--- src/rtl/pc_sequencer.sv ---
// pc_sequencer: fetch program counter with relative/absolute/link jumps and a post-jump flush window.
module pc_sequencer #(
  parameter logic [19:0] RESET_PC = 20'h00000,
  parameter int FLUSH_CYCLES = 2
) (
  input  logic        clock,
  input  logic        reset,
  input  logic [2:0]  pcjumpenable,
  input  logic [8:0]  pcchange,
  input  logic [5:0]  pclocation,
  input  logic        stall,
  input  logic        fetch_ready,
  output logic [19:0] programcounter,
  output logic        fetch_valid,
  output logic        flush,
  output logic [19:0] previous_programcounter,
  output logic        link_valid
);
  typedef enum logic [1:0] {BOOT, RUN, FLUSH} state_t;
  state_t state, state_n;
  logic [2:0] cnt, cnt_n;
  logic [19:0] pc_n, prev_n, target;
  logic fv_n, flush_n, link_n, jump, hs;
  // Codes 4-7 are reserved and ignored; nothing is sampled during BOOT.
  assign jump = state != BOOT && pcjumpenable != 3'd0 && !pcjumpenable[2];
  assign hs = fetch_valid && fetch_ready;
  assign target = pcjumpenable == 3'd1 ? programcounter + {{11{pcchange[8]}}, pcchange}
                                       : {14'b0, pclocation};
  always_ff @(posedge clock) begin
    if (reset) begin
      state <= BOOT;
      cnt <= 3'd0;
      programcounter <= RESET_PC;
      previous_programcounter <= 20'h0;
      fetch_valid <= 1'b0;
      flush <= 1'b0;
      link_valid <= 1'b0;
    end else begin
      state <= state_n;
      cnt <= cnt_n;
      programcounter <= pc_n;
      previous_programcounter <= prev_n;
      fetch_valid <= fv_n;
      flush <= flush_n;
      link_valid <= link_n;
    end
  end
  // cnt holds the flush cycles remaining including the current one.
  always_comb begin
    state_n = jump ? FLUSH
            : state == BOOT ? RUN
            : state == FLUSH && cnt == 3'd1 ? RUN
            : state;
    cnt_n = jump ? 3'(FLUSH_CYCLES) : state == FLUSH ? cnt - 3'd1 : 3'd0;
  end
  always_comb begin
    pc_n = jump ? target : hs ? programcounter + 20'd1 : programcounter;
    link_n = jump && pcjumpenable == 3'd3;
    prev_n = link_n ? programcounter + 20'd1 : previous_programcounter;
    fv_n = state_n == RUN && !stall;
    flush_n = state_n == FLUSH;
  end
endmodule

--- config.mk ---
export PLATFORM = sky130hd
export DESIGN_NAME = pc_sequencer
export DESIGN_NICKNAME = d
export VERILOG_FILES = /design/src/rtl/pc_sequencer.sv
export SDC_FILE = /design/constraint.sdc
export NUM_CORES = 1
export LEC_CHECK = 0
export CAP_MARGIN = 20
export CORE_UTILIZATION = 30
export CTS_CLUSTER_SIZE = 14
export DETAILED_ROUTE_END_ITERATION = 16
export PLACE_DENSITY = 0.59
export SLEW_MARGIN = 20
export SYNTH_ARGS = -nofsm -noshare
export SYNTH_HDL_FRONTEND = slang
export SYNTH_SLANG_ARGS = --single-unit
--- constraint.sdc ---
create_clock -name clock -period 2.85 [get_ports clock]
set_input_delay 0.285 -clock clock [delete_from_list [all_inputs] [get_ports clock]]
set_output_delay 0.285 -clock clock [all_outputs]
set_load 0.03 [all_outputs]
==> qor.txt, run 1 <==
IO Pins -> 65
count leader, synth -> nor2_1
synth cell count leaders -> nor2_1 (51), dfxtp_1 (48), nand2_1 (40)
Die W -> 110 um
core area -> 11400 um^2
Initial DRC Count -> 138
r2r endpoint -> programcounter[15]$_SDFFE_PP0P_
hold path depth -> 1
Reg area -> 961 um^2
Final Hold Vio Count -> 0
worst hold endpoint -> cnt[0]$_SDFF_PP0_
worst vdd ir -> 0.000249 V
worst hold path type -> reg2reg
total chip power -> 1.87 mW
Post CTS Setup Buffer Count -> 0
Main synth FF type -> dfxtp_1
first-pass GRT wire length -> 15500 um
Finished Core Util -> 0.388
Worst-Skew Late Latency -> 0.29 ns
Antenna Cells -> 0
Crit Path Class -> in2reg
Tcrit/Tclk final -> 0.844
number of synthesized flops with an enable pin -> 0
I/O Buffers -> 64
Detail Route Antenna Nets -> 0
Cells after Synth -> 447
Overall Global Routing Usage -> 0.166
# rows -> 39
syn_area_per_cell -> 7.84 um^2
CP endpoint kind -> flop
TritonCTS clock tree -> yes
WP data required -> 3.03 ns
Die Y -> 110 um
gpl congestion -> 0.860
Reg power frac -> 0.402
DR WL/cell -> 15.5 um
Multi-input gate area -> 2380 um^2
# placed instances -> 633
DIE AREA -> 12100 um^2
DRT Pass-1 Iters -> 6
Net Sw Frac -> 0.298
DRC -> 0
Clock Tree Buf Depth -> 2
Async SR Flop Fraction -> 0
Min Hold Slack -> 0.464 ns
RSZ-0062 raised after global routing -> false
Initial Util -> 0.307
vias -> 3412
yosys warns -> 0
Power Density -> 421 nW/um^2
combinational power share -> 0.240
Post-layout nets -> 542
Final setup viols -> 0
Yosys reg bits -> 48
setup_tns -> 0 ns
final WL -> 9920 um
root buf cell -> clkbuf_16
min Tclk post-route -> 2.41 ns
reg2reg start -> programcounter[6]$_SDFFE_PP0P_
max_cap viols -> 0
synthesized cell area -> 3510 um^2
CTS buffer count -> 5
critical path launch point type -> input port
syn_nets -> 492
CTS H-Tree Depth -> 2
Worst-Margin Slew -> 0.629 ns
Seq/Total Area, Yosys -> 0.274
TritonCTS Sinks -> 48
Yosys cell types -> 60
worst-path fanout max -> 3
DP Wirelength -> 7910 um
crit path DAT -> 2.59 ns
initial antenna violation count -> 0
Max Slew Vio Count -> 0
post-CTS sizing -> 0
post-synth top area cell -> dfxtp_1
Setup Skew -> 0.00879 ns
share of cells above drive strength 1 -> 0.0562
Sw Pwr -> 0.556 mW
largest net degree at the start of global routing -> 40
top-area cell type share of the netlist area -> 0.274
Reg2Reg Depth -> 7
outcome -> finished clean
fill count -> 1188
highest clock rate -> 415 MHz
vias in the first global route -> 3159
P_leak -> 1.61 nW
R2R Setup Slk -> 0.54 ns
top post-synthesis cells by area -> dfxtp_1 (27%), ha_1 (7.9%), xnor2_1 (5.7%), a211oi_1 (5.6%), nor2_1 (5.5%)
Clk pwr share -> 0.358
Clock transition at path regs -> 0.06 ns
Rel. slew slack -> 0.581
final cell count without fillers -> 641
Avg Vias per Cell -> 5.32
Area growth syn-to-layout -> 26.3%
GR Overflow Total -> 0
cts hold-fix bufs -> 0
internal power -> 1.31 mW
worst hold path startpoint -> cnt[0]$_SDFF_PP0_
how the worst max path moves through the flow:
stage	startpoint	to	slack, ns
floorplan	programcounter[0]$_SDFFE_PP0P_	programcounter[18]$_SDFFE_PP0P_	0.51
global placement	pcchange[0]	programcounter[18]$_SDFFE_PP0P_	0.22
detailed placement	pcchange[0]	programcounter[18]$_SDFFE_PP0P_	0.14
CTS	pcchange[0]	programcounter[18]$_SDFFE_PP0P_	0.44
global route	pcchange[0]	programcounter[18]$_SDFFE_PP0P_	0.25
finish	pcchange[0]	programcounter[18]$_SDFFE_PP0P_	0.44
metal layers:
metal | track usage | part of all wire | vias up
li1 | - | - | 1731
met1 | 0.222 | 0.48 | 1589
met2 | 0.273 | 0.46 | 75
met3 | 0.0247 | 0.041 | 17
met4 | 0.0536 | 0.021 | 0
met5 | 0 | 0 | -
flip-flops by register name (all words and copies together), names as in the netlist:
signal                   count
cnt                          3
flush                        1
state                        2
previous_programcounter     20
fetch_valid                  1
link_valid                   1
programcounter              20
placed cells by master, fill, tap and decap left out, drive strengths merged, types with 4 or more instances in the layout:
master and instances:
a211o 4, a211oi 26, a21o 4, a21oi 25, a31oi 4, and2 4, and3 6, buf 10
clkbuf 5, clkdlybuf4s50 64, dfxtp 48, ha 22, inv 8, nand2 40, nand2b 7, nand3 20
nand4 12, nor2 51, nor2b 4, nor3 15, nor4 6, o211ai 4, o21a 4, o21ai 15
or3 6, xnor2 23, xor2 18
cell type report:
type | count | share of cell area
multi-input cells | 360 | 0.536
flip-flops and latches | 48 | 0.217
repair buffers | 74 | 0.162
well taps | 143 | 0.0404
clock buffers | 5 | 0.0282
clock inverters | 3 | 0.00960
inverters | 8 | 0.00678
critical path, stage by stage:
cell and delay, ns:
clkdlybuf4s50_1 0.46, ha_1 0.20, inv_1 0.07, fa_1 0.40, nand2b_1 0.18, a21oi_1 0.24
o21ai_1 0.17, a211oi_1 0.26, o21ai_0 0.11, a31o_1 0.22
cells by family (layout without fill, tap and decap cells):
logic type,after synthesis,count (layout),synth area share
AO/OA/AOI/OAI,114,114,0.228
XOR/XNOR,41,41,0.102
adder cells (fa/ha/maj),23,23,0.0842
buffers and inverters,39,90,0.0482
flip-flops,48,48,0.274
multiplexers,4,4,0.0118
AND/OR/NAND/NOR,178,178,0.252
power groups by stage:
stage                     clock, mW  sequential, mW  combinational, mW
after floorplan                   0           0.807              0.243
after global placement            0           0.763              0.442
after detailed placement          0           0.765              0.447
after CTS                     0.680           0.750              0.449
after global routing          0.706           0.755              0.492
final                         0.667           0.750              0.449
through the flow:
step | worst slack, ns | cell area [um^2]
finish | 0.443 | 4430
CTS | 0.436 | 4430
floorplan | 0.512 | 3510
global placement | 0.223 | 4260
global route | 0.252 | 4430
detailed placement | 0.143 | 4260
(Power assumes the default switching activity.)
==> run 2, diff against run 1 <==
==> constraint.sdc (replaced) <==
create_clock -name clock -period 2.4 [get_ports clock]
set_input_delay 0.24 -clock clock [delete_from_list [all_inputs] [get_ports clock]]
set_output_delay 0.24 -clock clock [all_outputs]
set_load 0.03 [all_outputs]
==> run 2 against run 1 <==
Compared with the run above:
- utilization up 3.0 points
- total power is 18% higher
- worst hold slack improved by 0.024 ns
- cell count is 7.2% higher
- clock power rose by 6.9%
- first-iteration DRC count grew 70%
- count of clock-buffer cells in the layout is 1 higher
- register-to-register slack got worse by 0.32 ns
- worst setup slack got worse by 0.28 ns
- critical path type unchanged
==> qor.txt, run 2 (synthesis gave the netlist of run 1 again) <==
outcome -> finished clean
Multi-input gate area -> 2380 um^2
Avg Vias per Cell -> 5.11
Detail Route Antenna Nets -> 0
share of cells above drive strength 1 -> 0.138
CTS buffer count -> 5
CTS H-Tree Depth -> 2
min Tclk post-route -> 2.24 ns
DR WL/cell -> 15.0 um
TritonCTS clock tree -> yes
most common cell after layout, fill and taps aside -> clkdlybuf4s50_1
commonest non-fill, non-tap cells in the layout -> clkdlybuf4s50_1 (63), buf_4 (55), nor2_1 (51)
Post-layout nets -> 588
core area -> 11400 um^2
GR Overflow Total -> 0
largest net degree at the start of global routing -> 25
Max Slew Vio Count -> 0
critical path launch point type -> input port
Post CTS Setup Buffer Count -> 0
root buf cell -> clkbuf_16
Initial Util -> 0.307
Worst-Margin Slew -> 0.431 ns
Antenna Cells -> 0
Die W -> 110 um
P_leak -> 1.85 nW
IO Pins -> 65
gpl congestion -> 0.851
DIE AREA -> 12100 um^2
# rows -> 39
Min Hold Slack -> 0.488 ns
post-CTS sizing -> 0
vias in the first global route -> 3331
initial antenna violation count -> 0
Power Density -> 461 nW/um^2
Tcrit/Tclk final -> 0.934
Final Hold Vio Count -> 0
Clock Tree Buf Depth -> 2
RSZ-0062 raised after global routing -> false
Die Y -> 110 um
first-pass GRT wire length -> 16600 um
Clock transition at path regs -> 0.06 ns
Setup Skew -> 0.00582 ns
TritonCTS Sinks -> 48
worst-path fanout max -> 3
fill count -> 1168
Area growth syn-to-layout -> 36.2%
Reg area -> 961 um^2
DP Wirelength -> 8300 um
CP max stage cell -> clkdlybuf4s50_1
cts hold-fix bufs -> 0
CP Cell Sequence -> clkdlybuf4s50_1 > ha_1 > inv_1 > fa_1 > nand2b_1 > a21oi_2 > o21ai_1 > a211oi_1 > o21ai_0 > a31o_1
max_cap viols -> 0
DRC -> 0
Rel. slew slack -> 0.710
vias -> 3509
Overall Global Routing Usage -> 0.177
Final setup viols -> 0
Initial DRC Count -> 234
setup_tns -> 0 ns
WP data required -> 2.58 ns
Crit Path Class -> in2reg
placed inst area -> 4620 um^2
largest registers -> previous_programcounter: 20 flops, programcounter: 20 flops, cnt: 3 flops
worst hold path type -> reg2reg
I/O Buffers -> 64
final WL -> 10300 um
Worst-Skew Late Latency -> 0.29 ns
DRT Pass-1 Iters -> 4
CP endpoint kind -> flop
max incr delay on CP -> 0.46 ns
crit path DAT -> 2.43 ns
final instance area -> 4770 um^2
worst vdd ir -> 0.000572 V
highest clock rate -> 446 MHz
## run 2: cell types whose count changed in the layout (fill, tap and decap cells not counted), sizes merged
| cell | change |
|---|---|
| buf | +46 |
| bufinv | -1 |
| clkbuf | +1 |
| clkdlybuf4s50 | -1 |
| clkinv | +1 |
| clkinvlp | -1 |
| dlymetal6s2s | +1 |
## run 2: worst max-delay path, delay by kind of cell
family	cells	cell delay (ns)
buf+inv	2	0.52
fa+ha+maj	2	0.55
simple gates	1	0.19
compound gates	5	0.93
## run 2: metal layers
metal | track usage | wire, um
met3 | 0.0170 | 411
met5 | 0 | 0
met4 | 0.0583 | 230
met1 | 0.248 | 5100
met2 | 0.283 | 4590
## run 2: area by class of cell
cell class	instances	share of cell area
Clock buffer	6	0.0291
Clock inverter	2	0.00210
Inverter	8	0.00629
Multi-Input combinational cell	360	0.498
Sequential cell	48	0.201
Tap cell	143	0.0375
Timing Repair Buffer	120	0.225
## run 2: path summary, 6_finish.rpt
check	endpoint	slack [ns]	cells after the start	from
hold reg to reg	cnt[0]$_SDFF_PP0_	0.49	1	cnt[0]$_SDFF_PP0_
setup / recovery	programcounter[18]$_SDFFE_PP0P_	0.16	10	pcchange[0]
setup reg to reg	programcounter[18]$_SDFFE_PP0P_	0.22	9	programcounter[0]$_SDFFE_PP0P_
hold / removal	cnt[0]$_SDFF_PP0_	0.49	1	cnt[0]$_SDFF_PP0_
## run 2: per-stage QoR
step	util	total power [mW]	worst slack, ns	instances
2_1_floorplan	-	1.25	0.0619	447
3_3_place_gp	0.405	1.50	-0.205	679
4_1_cts	0.418	2.22	0.0686	687
3_5_place_dp	0.405	1.50	-0.223	679
6_report	0.418	2.20	0.159	687
5_1_grt	0.418	2.31	0.00614	687
## run 2: report_power, final
group          internal [mW]  switching (mW)  leakage, nW  total, mW
Combinational          0.281           0.331         1.38      0.612
Sequential             0.837          0.0409        0.391      0.877
Clock                  0.411           0.302       0.0766      0.713
==> run 3, diff against run 2 <==
--- a/config.mk
+++ b/config.mk
@@ -7,7 +7,7 @@
 export LEC_CHECK = 0
 export CAP_MARGIN = 20
 export CORE_UTILIZATION = 30
-export CTS_CLUSTER_SIZE = 14
+export CTS_CLUSTER_SIZE = 8
 export DETAILED_ROUTE_END_ITERATION = 16
 export PLACE_DENSITY = 0.59
 export SLEW_MARGIN = 20
==> constraint.sdc (replaced) <==
create_clock -name clock -period 2.4 [get_ports clock]
set_input_delay 0.48 -clock clock [delete_from_list [all_inputs] [get_ports clock]]
set_output_delay 0.48 -clock clock [all_outputs]
set_load 0.03 [all_outputs]
==> run 3 against run 2 <==
Compared with the run above:
- critical path type unchanged
- cell area rose by 4.4%
- sequential power barely moved
- worst hold slack got worse by 0.020 ns
- cell count rose by 2.8%
- sequential cell count did not move
- worst setup slack got worse by 0.088 ns
- combinational power rose by 7.0%
- count of clock-buffer cells in the layout did not move
- critical path depth did not move
- highest routed layer unchanged
- clock skew fell by 0.0016 ns
- sequential share of layout area fell by 0.84 points
- critical endpoint is now programcounter[10]$_SDFFE_PP0P_
- largest cell class unchanged
==> qor.txt, run 3 (synthesis gave the netlist of run 1 again) <==
worst vdd ir -> 0.000266 V
met3 Use GR -> 0.0229
RSZ-0062 raised after global routing -> true
TritonCTS clock tree -> yes
commonest non-fill, non-tap cells in the layout -> buf_4 (74), clkdlybuf4s50_1 (63), nor2_1 (50)
setup_tns -> 0 ns
CP endpoint kind -> flop
DR WL/cell -> 15.1 um
final cell count without fillers -> 706
r2r endpoint -> previous_programcounter[18]$_SDFFE_PP0P_
R2R Setup Slk -> 0.20 ns
cts hold-fix bufs -> 0
Post CTS Setup Buffer Count -> 0
DP Wirelength -> 8480 um
# placed instances -> 698
Die W -> 110 um
gpl congestion -> 0.796
reg2reg start -> programcounter[0]$_SDFFE_PP0P_
share of cells above drive strength 1 -> 0.190
Setup Skew -> 0.00423 ns
highest clock rate -> 429 MHz
P_leak -> 1.95 nW
Initial Util -> 0.307
critical path launch point type -> input port
CTS H-Tree Depth -> 2
met2 Resource Use GR -> 0.296
vias in the first global route -> 3414
final setup margin -> 0.0711 ns
DIE AREA -> 12100 um^2
gr busiest metal -> met2
crit path DAT -> 2.55 ns
outcome -> finished clean
Tcrit/Tclk final -> 0.970
final WL -> 10600 um
Avg Vias per Cell -> 5.16
root buf cell -> clkbuf_16
Worst-Margin Slew -> 0.523 ns
worst hold endpoint -> cnt[0]$_SDFF_PP0_
initial antenna violation count -> 0
Detail Route Antenna Nets -> 0
Area growth syn-to-layout -> 42.1%
core area -> 11400 um^2
max_cap viols -> 0
first-pass GRT wire length -> 16900 um
vias -> 3644
routing usage on met1 -> 0.247
Power Density -> 454 nW/um^2
worst hold path startpoint -> cnt[0]$_SDFF_PP0_
CTS buffer count -> 5
Final setup viols -> 0
Die Y -> 110 um
DRC -> 0
Worst-Skew Late Latency -> 0.29 ns
hold path depth -> 1
DRT Pass-1 Iters -> 5
Crit Path Class -> in2reg
Final Hold Vio Count -> 0
most common cell after layout, fill and taps aside -> buf_4
largest registers -> previous_programcounter: 20 flops, programcounter: 20 flops, cnt: 3 flops
Reg2Reg Depth -> 8
Antenna Cells -> 0
Max Slew Vio Count -> 0
I/O Buffers -> 64
GR Overflow Total -> 0
Clock Tree Buf Depth -> 2
Clock transition at path regs -> 0.07 ns
Overall Global Routing Usage -> 0.179
Post-layout nets -> 607
# rows -> 39
min Tclk post-route -> 2.33 ns
largest net degree at the start of global routing -> 38
TritonCTS Sinks -> 48
Rel. slew slack -> 0.647
IO Pins -> 65
Initial DRC Count -> 178
worst-path fanout max -> 3
WP data required -> 2.62 ns
pre-CTS WS -> -0.446 ns
worst hold path type -> reg2reg
## run 3: changes by cell type in the layout (fill, tap and decap cells not counted), moves of 2 or more
cell / previous run / this run
buf_4: 55 / 74
o21ai_0: 12 / 9
clkinv_2: 2 / 0
clkinvlp_4: 0 / 2
a211oi_1: 26 / 24
a211oi_2: 0 / 2
o21ai_2: 0 / 2
## run 3: per-layer routing
layer / part of all wire / up-vias
li1: - / 1859
met1: 0.49 / 1685
met2: 0.46 / 92
met3: 0.040 / 8
met4: 0.0099 / 0
met5: 0 / -
## run 3: critical path, cell delays in order
cell	delay (ns)
clkdlybuf4s50_1	0.47
ha_2	0.18
inv_1	0.06
fa_2	0.34
nand2b_4	0.16
a21oi_4	0.17
o21ai_1	0.10
nor3b_1	0.14
o32a_1	0.30
nor3_2	0.15
## run 3: cell type report
| class | count | area (um^2) |
|---|---|---|
| Tap cell | 143 | 179 |
| Multi-Input combinational cell | 360 | 2440 |
| Fill cell | 1162 | 6430 |
| Inverter | 8 | 30.0 |
| Timing Repair Buffer | 139 | 1210 |
| Clock buffer | 6 | 139 |
| Sequential cell | 48 | 961 |
| Clock inverter | 2 | 15.0 |
## run 3: worst max path at each step
stage / cells after the start / start / slack [ns] / end
2_1_floorplan: 9 / programcounter[0]$_SDFFE_PP0P_ / 0.06 / programcounter[18]$_SDFFE_PP0P_
3_3_place_gp: 10 / pcchange[0] / -0.44 / programcounter[18]$_SDFFE_PP0P_
3_5_place_dp: 10 / pcchange[0] / -0.45 / programcounter[18]$_SDFFE_PP0P_
4_1_cts: 10 / pcchange[0] / 0.03 / programcounter[10]$_SDFFE_PP0P_
5_1_grt: 10 / pcchange[0] / 0.003 / programcounter[10]$_SDFFE_PP0P_
6_report: 10 / pcchange[0] / 0.07 / programcounter[10]$_SDFFE_PP0P_
## run 3: per-stage QoR
step / area [um^2] / power (mW) / util / hold WS [ns]
final: 4980 / 2.26 / 0.436 / 0.469
after global routing: 4980 / 2.37 / 0.436 / 0.506
after CTS: 4940 / 2.27 / 0.433 / 0.475
after detailed placement: 4760 / 1.53 / 0.417 / 0.466
after global placement: 4760 / 1.52 / 0.417 / 0.444
after floorplan: 3510 / 1.25 / - / 0.428
## run 3: report_power, final
part	internal, mW	total [mW]	switching [mW]
clock network	0.415	0.729	0.314
registers	0.836	0.879	0.0429
logic	0.310	0.655	0.345
## run 3: timing repair
action	in CTS	in global routing
gates resized for setup	7	12
pin swaps	2	5
endpoints found under the setup margin	7	7
